## src/rtl/regfile_dump_pkg.sv

```systemverilog
// Shared types and default widths for the register-file dump reader.
package regfile_dump_pkg;
   localparam int DATA_W_DEF = 32;
   localparam int ADDR_W_DEF = 5;

   typedef enum logic [1:0] {
      IDLE = 2'd0,
      READ = 2'd1,
      HOLD = 2'd2,
      DONE = 2'd3
   } dumpState_t;
endpackage

```

## src/rtl/regfile_dump_csum.sv

```systemverilog
// XOR accumulator over dumped register data; built only with REGFILE_DUMP_CHECKSUM_EN.
module regfile_dump_csum #(
   parameter int DATA_W = 32
) (
   input  logic              Clk,
   input  logic              Rst_n,
   input  logic              Clear,
   input  logic              Accum,
   input  logic [DATA_W-1:0] Data1,
   input  logic [DATA_W-1:0] Data2,
   input  logic              Lane2Vld,
   output logic [DATA_W-1:0] Checksum
);
   always_ff @(posedge Clk or negedge Rst_n) begin
      if (!Rst_n) begin
         Checksum <= '0;
      end else if (Clear) begin
         Checksum <= '0;
      end else if (Accum) begin
         Checksum <= Checksum ^ Data1 ^ (Lane2Vld ? Data2 : '0);
      end
   end
endmodule

```

## src/rtl/regfile_dump_reader.sv

```systemverilog
// Sweeps FIRST_REG..LAST_REG two registers at a time and streams pairs over valid/ready.
// Define REGFILE_DUMP_CHECKSUM_EN to build the XOR checksum of dumped data.
//
// state | meaning
// IDLE  | waiting for Start
// READ  | read ports driven from ptr, pair captured at the edge
// HOLD  | pair presented, waiting for OutReady
// DONE  | one-cycle Done pulse after the final pair
module regfile_dump_reader
   import regfile_dump_pkg::*;
#(
   parameter int DATA_W    = DATA_W_DEF,
   parameter int ADDR_W    = ADDR_W_DEF,
   parameter int FIRST_REG = 8,
   parameter int LAST_REG  = 25
) (
   input  logic              Clk,
   input  logic              Rst_n,
   input  logic              Start,
   input  logic              Abort,
   output logic              Busy,
   output logic              Done,
   output logic [ADDR_W-1:0] ReadRegister1,
   output logic [ADDR_W-1:0] ReadRegister2,
   input  logic [DATA_W-1:0] ReadData1,
   input  logic [DATA_W-1:0] ReadData2,
   output logic              OutValid,
   input  logic              OutReady,
   output logic [ADDR_W-1:0] OutAddr1,
   output logic [DATA_W-1:0] OutData1,
   output logic [ADDR_W-1:0] OutAddr2,
   output logic [DATA_W-1:0] OutData2,
   output logic              OutLane2Vld,
   output logic [DATA_W-1:0] Checksum
);
   // ptr carries one extra bit so ptr+2 cannot wrap when LAST_REG is the top register.
   localparam int PW = ADDR_W + 1;
   localparam logic [PW-1:0] FirstPtr = PW'(FIRST_REG);
   localparam logic [PW-1:0] LastPtr  = PW'(LAST_REG);

   dumpState_t        state, stateNxt;
   logic [PW-1:0]     ptr, ptrP1, ptrP2;
   logic [ADDR_W-1:0] rdAddr2;
   logic              lane2Ok, isLast, startDump, handshake;

   assign ptrP1     = ptr + PW'(1);
   assign ptrP2     = ptr + PW'(2);
   assign lane2Ok   = (ptrP1 <= LastPtr);
   assign isLast    = (ptrP2 > LastPtr);
   assign rdAddr2   = lane2Ok ? ptrP1[ADDR_W-1:0] : ptr[ADDR_W-1:0];
   assign startDump = (state == IDLE) && Start && !Abort;
   assign handshake = (state == HOLD) && OutReady && !Abort;

   always_ff @(posedge Clk or negedge Rst_n) begin
      if (!Rst_n) begin
         state <= IDLE;
      end else begin
         state <= stateNxt;
      end
   end

   always_comb begin
      stateNxt      = state;
      Busy          = 1'b1;
      Done          = 1'b0;
      ReadRegister1 = '0;
      ReadRegister2 = '0;
      case (state)
         IDLE: begin
            Busy = 1'b0;
            if (startDump) stateNxt = READ;
         end
         READ: begin
            ReadRegister1 = ptr[ADDR_W-1:0];
            ReadRegister2 = rdAddr2;
            stateNxt      = Abort ? IDLE : HOLD;
         end
         HOLD: begin
            if (Abort)          stateNxt = IDLE;
            else if (handshake) stateNxt = isLast ? DONE : READ;
         end
         DONE: begin
            Done     = 1'b1;
            stateNxt = IDLE;
         end
         default: stateNxt = IDLE;
      endcase
   end

   always_ff @(posedge Clk or negedge Rst_n) begin
      if (!Rst_n) begin
         ptr         <= '0;
         OutValid    <= 1'b0;
         OutAddr1    <= '0;
         OutAddr2    <= '0;
         OutData1    <= '0;
         OutData2    <= '0;
         OutLane2Vld <= 1'b0;
      end else begin
         if (startDump) ptr <= FirstPtr;
         if (state == READ && !Abort) begin
            OutValid    <= 1'b1;
            OutAddr1    <= ptr[ADDR_W-1:0];
            OutAddr2    <= rdAddr2;
            OutData1    <= ReadData1;
            OutData2    <= ReadData2;
            OutLane2Vld <= lane2Ok;
         end
         if (state == HOLD && (Abort || handshake)) OutValid <= 1'b0;
         if (handshake && !isLast) ptr <= ptrP2;
      end
   end

`ifdef REGFILE_DUMP_CHECKSUM_EN
   regfile_dump_csum #(.DATA_W(DATA_W)) uCsum (
      .Clk      (Clk),
      .Rst_n    (Rst_n),
      .Clear    (startDump),
      .Accum    (handshake),
      .Data1    (OutData1),
      .Data2    (OutData2),
      .Lane2Vld (OutLane2Vld),
      .Checksum (Checksum)
   );
`else
   assign Checksum = '0;
`endif
endmodule

```

## config.mk

```make
export PLATFORM = sky130hd
export DESIGN_NAME = regfile_dump_reader
export DESIGN_NICKNAME = d
export VERILOG_FILES = /design/src/rtl/regfile_dump_pkg.sv /design/src/rtl/regfile_dump_csum.sv /design/src/rtl/regfile_dump_reader.sv
export SDC_FILE = /design/constraint.sdc
export NUM_CORES = 1
export LEC_CHECK = 0
export CAP_MARGIN = 20
export CORE_MARGIN = 4
export CORE_UTILIZATION = 42
export DETAILED_ROUTE_END_ITERATION = 16
export HOLD_SLACK_MARGIN = 0.02
export PLACE_DENSITY = 0.86
export SETUP_SLACK_MARGIN = 0.1
export SYNTH_ARGS = -nofsm -noshare
export SYNTH_HDL_FRONTEND = slang
export SYNTH_SLANG_ARGS = --single-unit
export TNS_END_PERCENT = 50
```

## constraint.sdc

```tcl
create_clock -name Clk -period 3.4 [get_ports Clk]
set_input_delay 0.68 -clock Clk [delete_from_list [all_inputs] [get_ports Clk]]
set_output_delay 0.68 -clock Clk [all_outputs]
set_load 0.02 [all_outputs]
```

======== Word level (Yosys, flattened, before mapping) ========
Index checks and enable logic that the tools add are counted.
cells by class
  mux-type cells .......................... 15
  equal/unequal tests ..................... 5
  magnitude comparators ................... 2
  shift-type cells ........................ 0
  div/mod/pow operators ................... 0
  reduce and logical (&&, ||, !) cells .... 14
  $add $sub $neg .......................... 2
  bitwise logic cells ..................... 0
  multiply operators ...................... 0
operators by type and width
  operator                                                         count
  two-way mux 5 bit                                                3
  two-way mux 6 bit                                                2
  two-way mux 2 bit                                                5
  case mux 2 bit (4 select lines)                                  1
  logical AND 1 bit                                                7
  adder 6 x 1 -> 6 bit (second input constant)                     1
  adder 6 x 2 -> 6 bit (second input constant)                     1
  > comparator 6 x 5 -> 1 bit (second input constant)              1
  less-or-equal comparator 6 x 5 -> 1 bit (second input constant)  1
  equality test 2 bit (second input constant)                      2
  two-way mux 1 bit                                                4
  nonzero test 2 bit                                               2
  != test 3 bit (second input constant)                            1
  equality test 2 x 1 -> 1 bit (second input constant)             1
  zero test 1 bit                                                  2
  zero test 2 bit                                                  1
  != test 2 bit (second input constant)                            1
  AND reduction 2 bit                                              1
  logical OR 1 bit                                                 1
word-level totals
  RAM bits ................................ 0
  bits in latches ......................... 0
  logic and storage cells ................. 46
  bits of input ports ..................... 69
  memories kept ........................... 0
  ROM bits ................................ 0
  register bits ........................... 84
  output and inout port bits .............. 120

======== Depth between registers and ports, before layout ========
  word-level depth ........................ 6
  depth in mapped cells ................... 6
  depth with buffers taken out ............ 6

======== Worst setup path after synthesis ========
OpenSTA, ideal clock, no wires.
  path kind ............................... register to register
  start ................................... register ptr[1]
  end ..................................... register ptr[4]
  path buffers ............................ 0
  required time ........................... 3.276 ns
  arrival ................................. 1.706 ns
  library setup time ...................... 0.124 ns
  path slack .............................. 1.570 ns
  cell stages (with the launch flop) ...... 7
  period minus slack after synthesis ...... 1.830 ns
  path through ............................ dfrtp_1 > ha_1 > or2_2 > o2111ai_2 > nand4_4 > and2_1 > a211o_1
on the way
  cells in the longest elaborated chain, start to end .. 5
  elaborated cells on any way between the ends .. 6
  those cells by class .................... add/sub (1); order compare (1); mux (1); reduce/logical (3)
ends and longest elaborated chain
  what                                                            RTL line                    RTL
  start: declaration                                              regfile_dump_reader.sv:42   logic [PW-1:0] ptr, ptrP1, ptrP2;
  start signal: assignment                                        regfile_dump_reader.sv:100  if (startDump) ptr <= FirstPtr;
  start signal: assignment                                        regfile_dump_reader.sv:110  if (handshake && !isLast) ptr <= ptrP2;
  adder 6 x 2 -> 6 bit *                                          regfile_dump_reader.sv:47   assign ptrP2 = ptr + PW'(2);
  > comparator 6 x 5 -> 1 bit                                     regfile_dump_reader.sv:49   assign isLast = (ptrP2 > LastPtr);
  zero test 1 bit                                                 regfile_dump_reader.sv:110
  logical AND 1 bit                                               regfile_dump_reader.sv:110
  two-way mux 6 bit / nonzero test 2 bit (equally long branches)  -
Mark *: on every way between the ends. The rest lies on a longest branch, timed or not.
A chain may end at the register's enable or synchronous reset.

======== Final worst setup path ========
  start ................................... register state[0]
  end ..................................... output port ReadRegister2[1]
on the way
  cells in the longest elaborated chain, start to end .. 2
ends and longest elaborated chain
  what                          RTL line                   RTL
  start: declaration            regfile_dump_reader.sv:41  dumpState_t state, stateNxt;
  start signal: assignment      regfile_dump_reader.sv:58  state <= stateNxt;
  equality test 2 x 1 -> 1 bit  regfile_dump_reader.sv:68  case (state)
  two-way mux 5 bit             regfile_dump_reader.sv:68
  end: declaration              regfile_dump_reader.sv:24  output logic [ADDR_W-1:0] ReadRegister2,
No other way between the ends.

==> summary.txt <==
STA
  • Final period util: between 70 and 80%
  • Minimum clock period: approximately 2.6 ns
  • Fin Hold WS: 0.476 ns
  • Clock Skews: just under 0.008 ns
  • Fmax achieved: ~380 MHz
  • Setup violators final: 0
  • Setup TNS: 0 ns
  • RSZ-0062 raised after global routing: false
  • Relative slew slack: between 30% and 40%
  • Endpoints failing hold: 0
  • Max Slew Vio Count: 0
  • Worst-margin pin slew: about 0.96 ns

Route
  • Vias per Instance: ~4.5
  • Total number of vias: 2901
  • WL per Instance: 13.7 um
  • Residual DRC count: 0
  • DRT Pass-1 Iters: 4
  • Routed WL: slightly below 9000 um
  • Final antenna-violating net count: 0
  • Detailed router's first-iteration violation count: just over 100

Clocking
  • Clock Path Buffers: 2
  • Sink Count: 78
  • TritonCTS Buffers: 9
  • Clock Tree Root: clkbuf_8
  • # hold bufs at CTS: 0
  • Setup Fix Bufs, Post-CTS: 0
  • TritonCTS clock tree: built
  • H-tree Lvls: 3
  • Clock transition at path regs: 0.07 ns
  • Worst skew pair latency: 0.33 ns
  • Post-cts sizing count: 0

Worst setup path
  • Buf/Inv on CP: 1
  • Crit path launch type: register
  • Slowest stage cell, crit path: clkdlybuf4s50_1
  • CP cell instances: nor2b_1 -> and2_1 -> clkdlybuf4s50_1
  • Top Family by Delay on Critical Path: buffers and inverters
  • Max incr delay on CP: 0.62 ns
  • WP data arrival: approximately 1.9 ns
  • CP max FO: 7
  • Critical Path RT: 2.72 ns
  • CP Class: reg2out
  • Crit. End Element: output pin

Floorplanning
  • # IOs: ~190
  • Die Width: between 90 and 100 um
  • DIE AREA: 9670 um2
  • Die Y: about 100 um
  • # rows: 32
  • Core box area: around 7800 um2
  • Starting density of the core: a little over two fifths

Power
  • Net switching fraction of the power: between 30% and 40%
  • Net load switching power: around 1.1 mW
  • Seq pwr share: 39.7%
  • Clock share of power: 23.5%
  • Internal power: ~2.1 mW
  • Worst VDD drop: roughly 0.34 mV
  • Leakage: 2.52 nW
  • Power per cell area: 634 nW/um2
  • Logic gate share of total power: 36.8%

Global route
  • Largest net degree at the start of global routing: approximately 80
  • Vias in the first global route: 2926
  • First-pass GRT wire length: around 14000 um
  • All-Layer GR Usage: between 15 and 20%
  • Total gr overflow: 0
  • Initial antenna violation count: 0

Place
  • Hpwl dp: between 6000 and 7000 um
  • Number of port buffers: roughly 150
  • RD Place Congestion: between 0.9 and 1
  • Placed cell area: between 4000 and 5000 um2

Outcome
  • Outcome: finished, final reports clean

Finish
  • Final net count: slightly above 600
  • Most common cell after layout, fill and taps aside: nand2_1
  • FILL cells: about 670
  • Layout cells sized above 1: 4.78%
  • Utilization after layout: 65.1%
  • Area added between synthesis and finish: 49.0%
  • Most frequent cells in the layout: nand2_1 (209), clkdlybuf4s50_1 (153), dfrtp_1 (78), conb_1 (34), clkbuf_8 (10)
  • Antenna diodes: 0
  • Final Cell Area: slightly above 5000 um2

Synth
  • Synth Register Bits: between 70 and 80
  • Post-Syn Area: about 3400 um2
  • Syn_area_per_cell: between 8 and 9 um2
  • Cell variety after synth: 27
  • Cell count after synthesis: slightly below 400
  • Synth warn: 0
  • Seq/Total Area, Yosys: between 50% and 60%

Hold path
  • Min-Delay Path Class: reg2reg

Flow run
  • Max cap viols: 0
[per-stage QoR]
stage	setup WS (ns)	std cells	power [mW]
3_3_place_gp	1.09	630	2.46
6_report	0.798	646	3.24
3_5_place_dp	1.06	630	2.50
5_1_grt	0.679	646	3.42
2_1_floorplan	1.57	428	1.87
4_1_cts	0.774	646	3.28
[Yosys cell counts]
| library cell | number | area share [%] |
|---|---|---|
| a211o_1 | 1 | 0.26 |
| a21oi_1 | 5 | 0.73 |
| and2_1 | 5 | 0.91 |
| and3_1 | 2 | 0.37 |
| buf_2 | 3 | 0.44 |
| buf_4 | 42 | 9.2 |
| clkbuf_1 | 11 | 1.2 |
| conb_1 | 1 | 0.11 |
| dfrtp_1 | 78 | 57 |
| ha_1 | 1 | 0.37 |
| inv_1 | 4 | 0.44 |
| nand2_1 | 210 | 23 |
| nand2b_1 | 3 | 0.55 |
| nand3_1 | 4 | 0.58 |
| nand3_2 | 1 | 0.29 |
| nand4_1 | 1 | 0.18 |
| nand4_4 | 1 | 0.62 |
| nor2_1 | 8 | 0.88 |
| nor2b_1 | 2 | 0.37 |
| nor3_1 | 1 | 0.15 |
| o2111ai_2 | 1 | 0.44 |
| o211ai_1 | 1 | 0.22 |
| o21ai_0 | 5 | 0.73 |
| or2_2 | 1 | 0.18 |
| or2b_1 | 1 | 0.22 |
| or4_4 | 1 | 0.33 |
| xor2_1 | 1 | 0.26 |
[worst paths after layout]
kind	from	endpoint	slack, ns	cells after the start
max in group asynchronous	Rst_n	OutData2[15]$_DFFE_PN0P_	2.28	1
max reg2reg	ptr[1]$_DFFE_PN0P_	ptr[4]$_DFFE_PN0P_	1.39	6
min reg2reg	OutData2[2]$_DFFE_PN0P_	OutData2[2]$_DFFE_PN0P_	0.48	2
min in group asynchronous	Rst_n	OutData2[4]$_DFFE_PN0P_	0.50	1
max	state[0]$_DFFE_PN0P_	ReadRegister2[1]	0.80	3
min	OutData2[2]$_DFFE_PN0P_	OutData2[2]$_DFFE_PN0P_	0.48	2
[cell families after synthesis]
kind of cell             count (synthesis)  share of synthesized area (%)
other                                    1                          0.109
AND/OR/NAND/NOR                        241                           28.6
adder cells (fa/ha/maj)                  1                          0.365
XOR/XNOR                                 1                          0.256
flip-flops                              78                           57.0
AO/OA/AOI/OAI                           13                           2.37
buffers and inverters                   60                           11.3
[metal layers]
layer  part of all wire, %  vias up  track usage, %
li1                      -     1425               -
met1                    41     1321            21.6
met2                    48      141            30.1
met3                   9.3       14            6.21
met4                   1.6        0            7.25
met5                     0        -               0
[flip-flops by register name, summed over array words and instances, names as in the netlist]
| register | flops |
|---|---|
| OutAddr1 | 4 |
| ptr | 5 |
| OutAddr2 | 2 |
| state | 2 |
| OutData1 | 32 |
| OutValid | 1 |
| OutData2 | 32 |
[power groups by stage]
stage / registers [mW] / clock network, mW / logic [mW]
6_report: 1.28 / 0.761 / 1.19
5_1_grt: 1.31 / 0.830 / 1.28
4_1_cts: 1.29 / 0.784 / 1.21
3_5_place_dp: 1.30 / 0 / 1.20
3_3_place_gp: 1.28 / 0 / 1.18
2_1_floorplan: 1.58 / 0 / 0.294
[layout make-up]
| type | count | area [um2] | share of cell area [%] |
|---|---|---|---|
| inverter | 4 | 15.0 | 0.294 |
| tap | 102 | 128 | 2.50 |
| multi-input combinational | 290 | 1220 | 23.9 |
| clock inverter | 6 | 85.1 | 1.67 |
| clock buffer | 10 | 138 | 2.70 |
| timing repair buffer | 156 | 1570 | 30.7 |
| sequential | 78 | 1950 | 38.2 |
[worst min-delay path: stages (launching register included)]
cell and delay, ns:
dfrtp_1 0.34, nand2_1 0.05, nand2_1 0.05
Note: power is estimated with default switching activity, not from simulation.
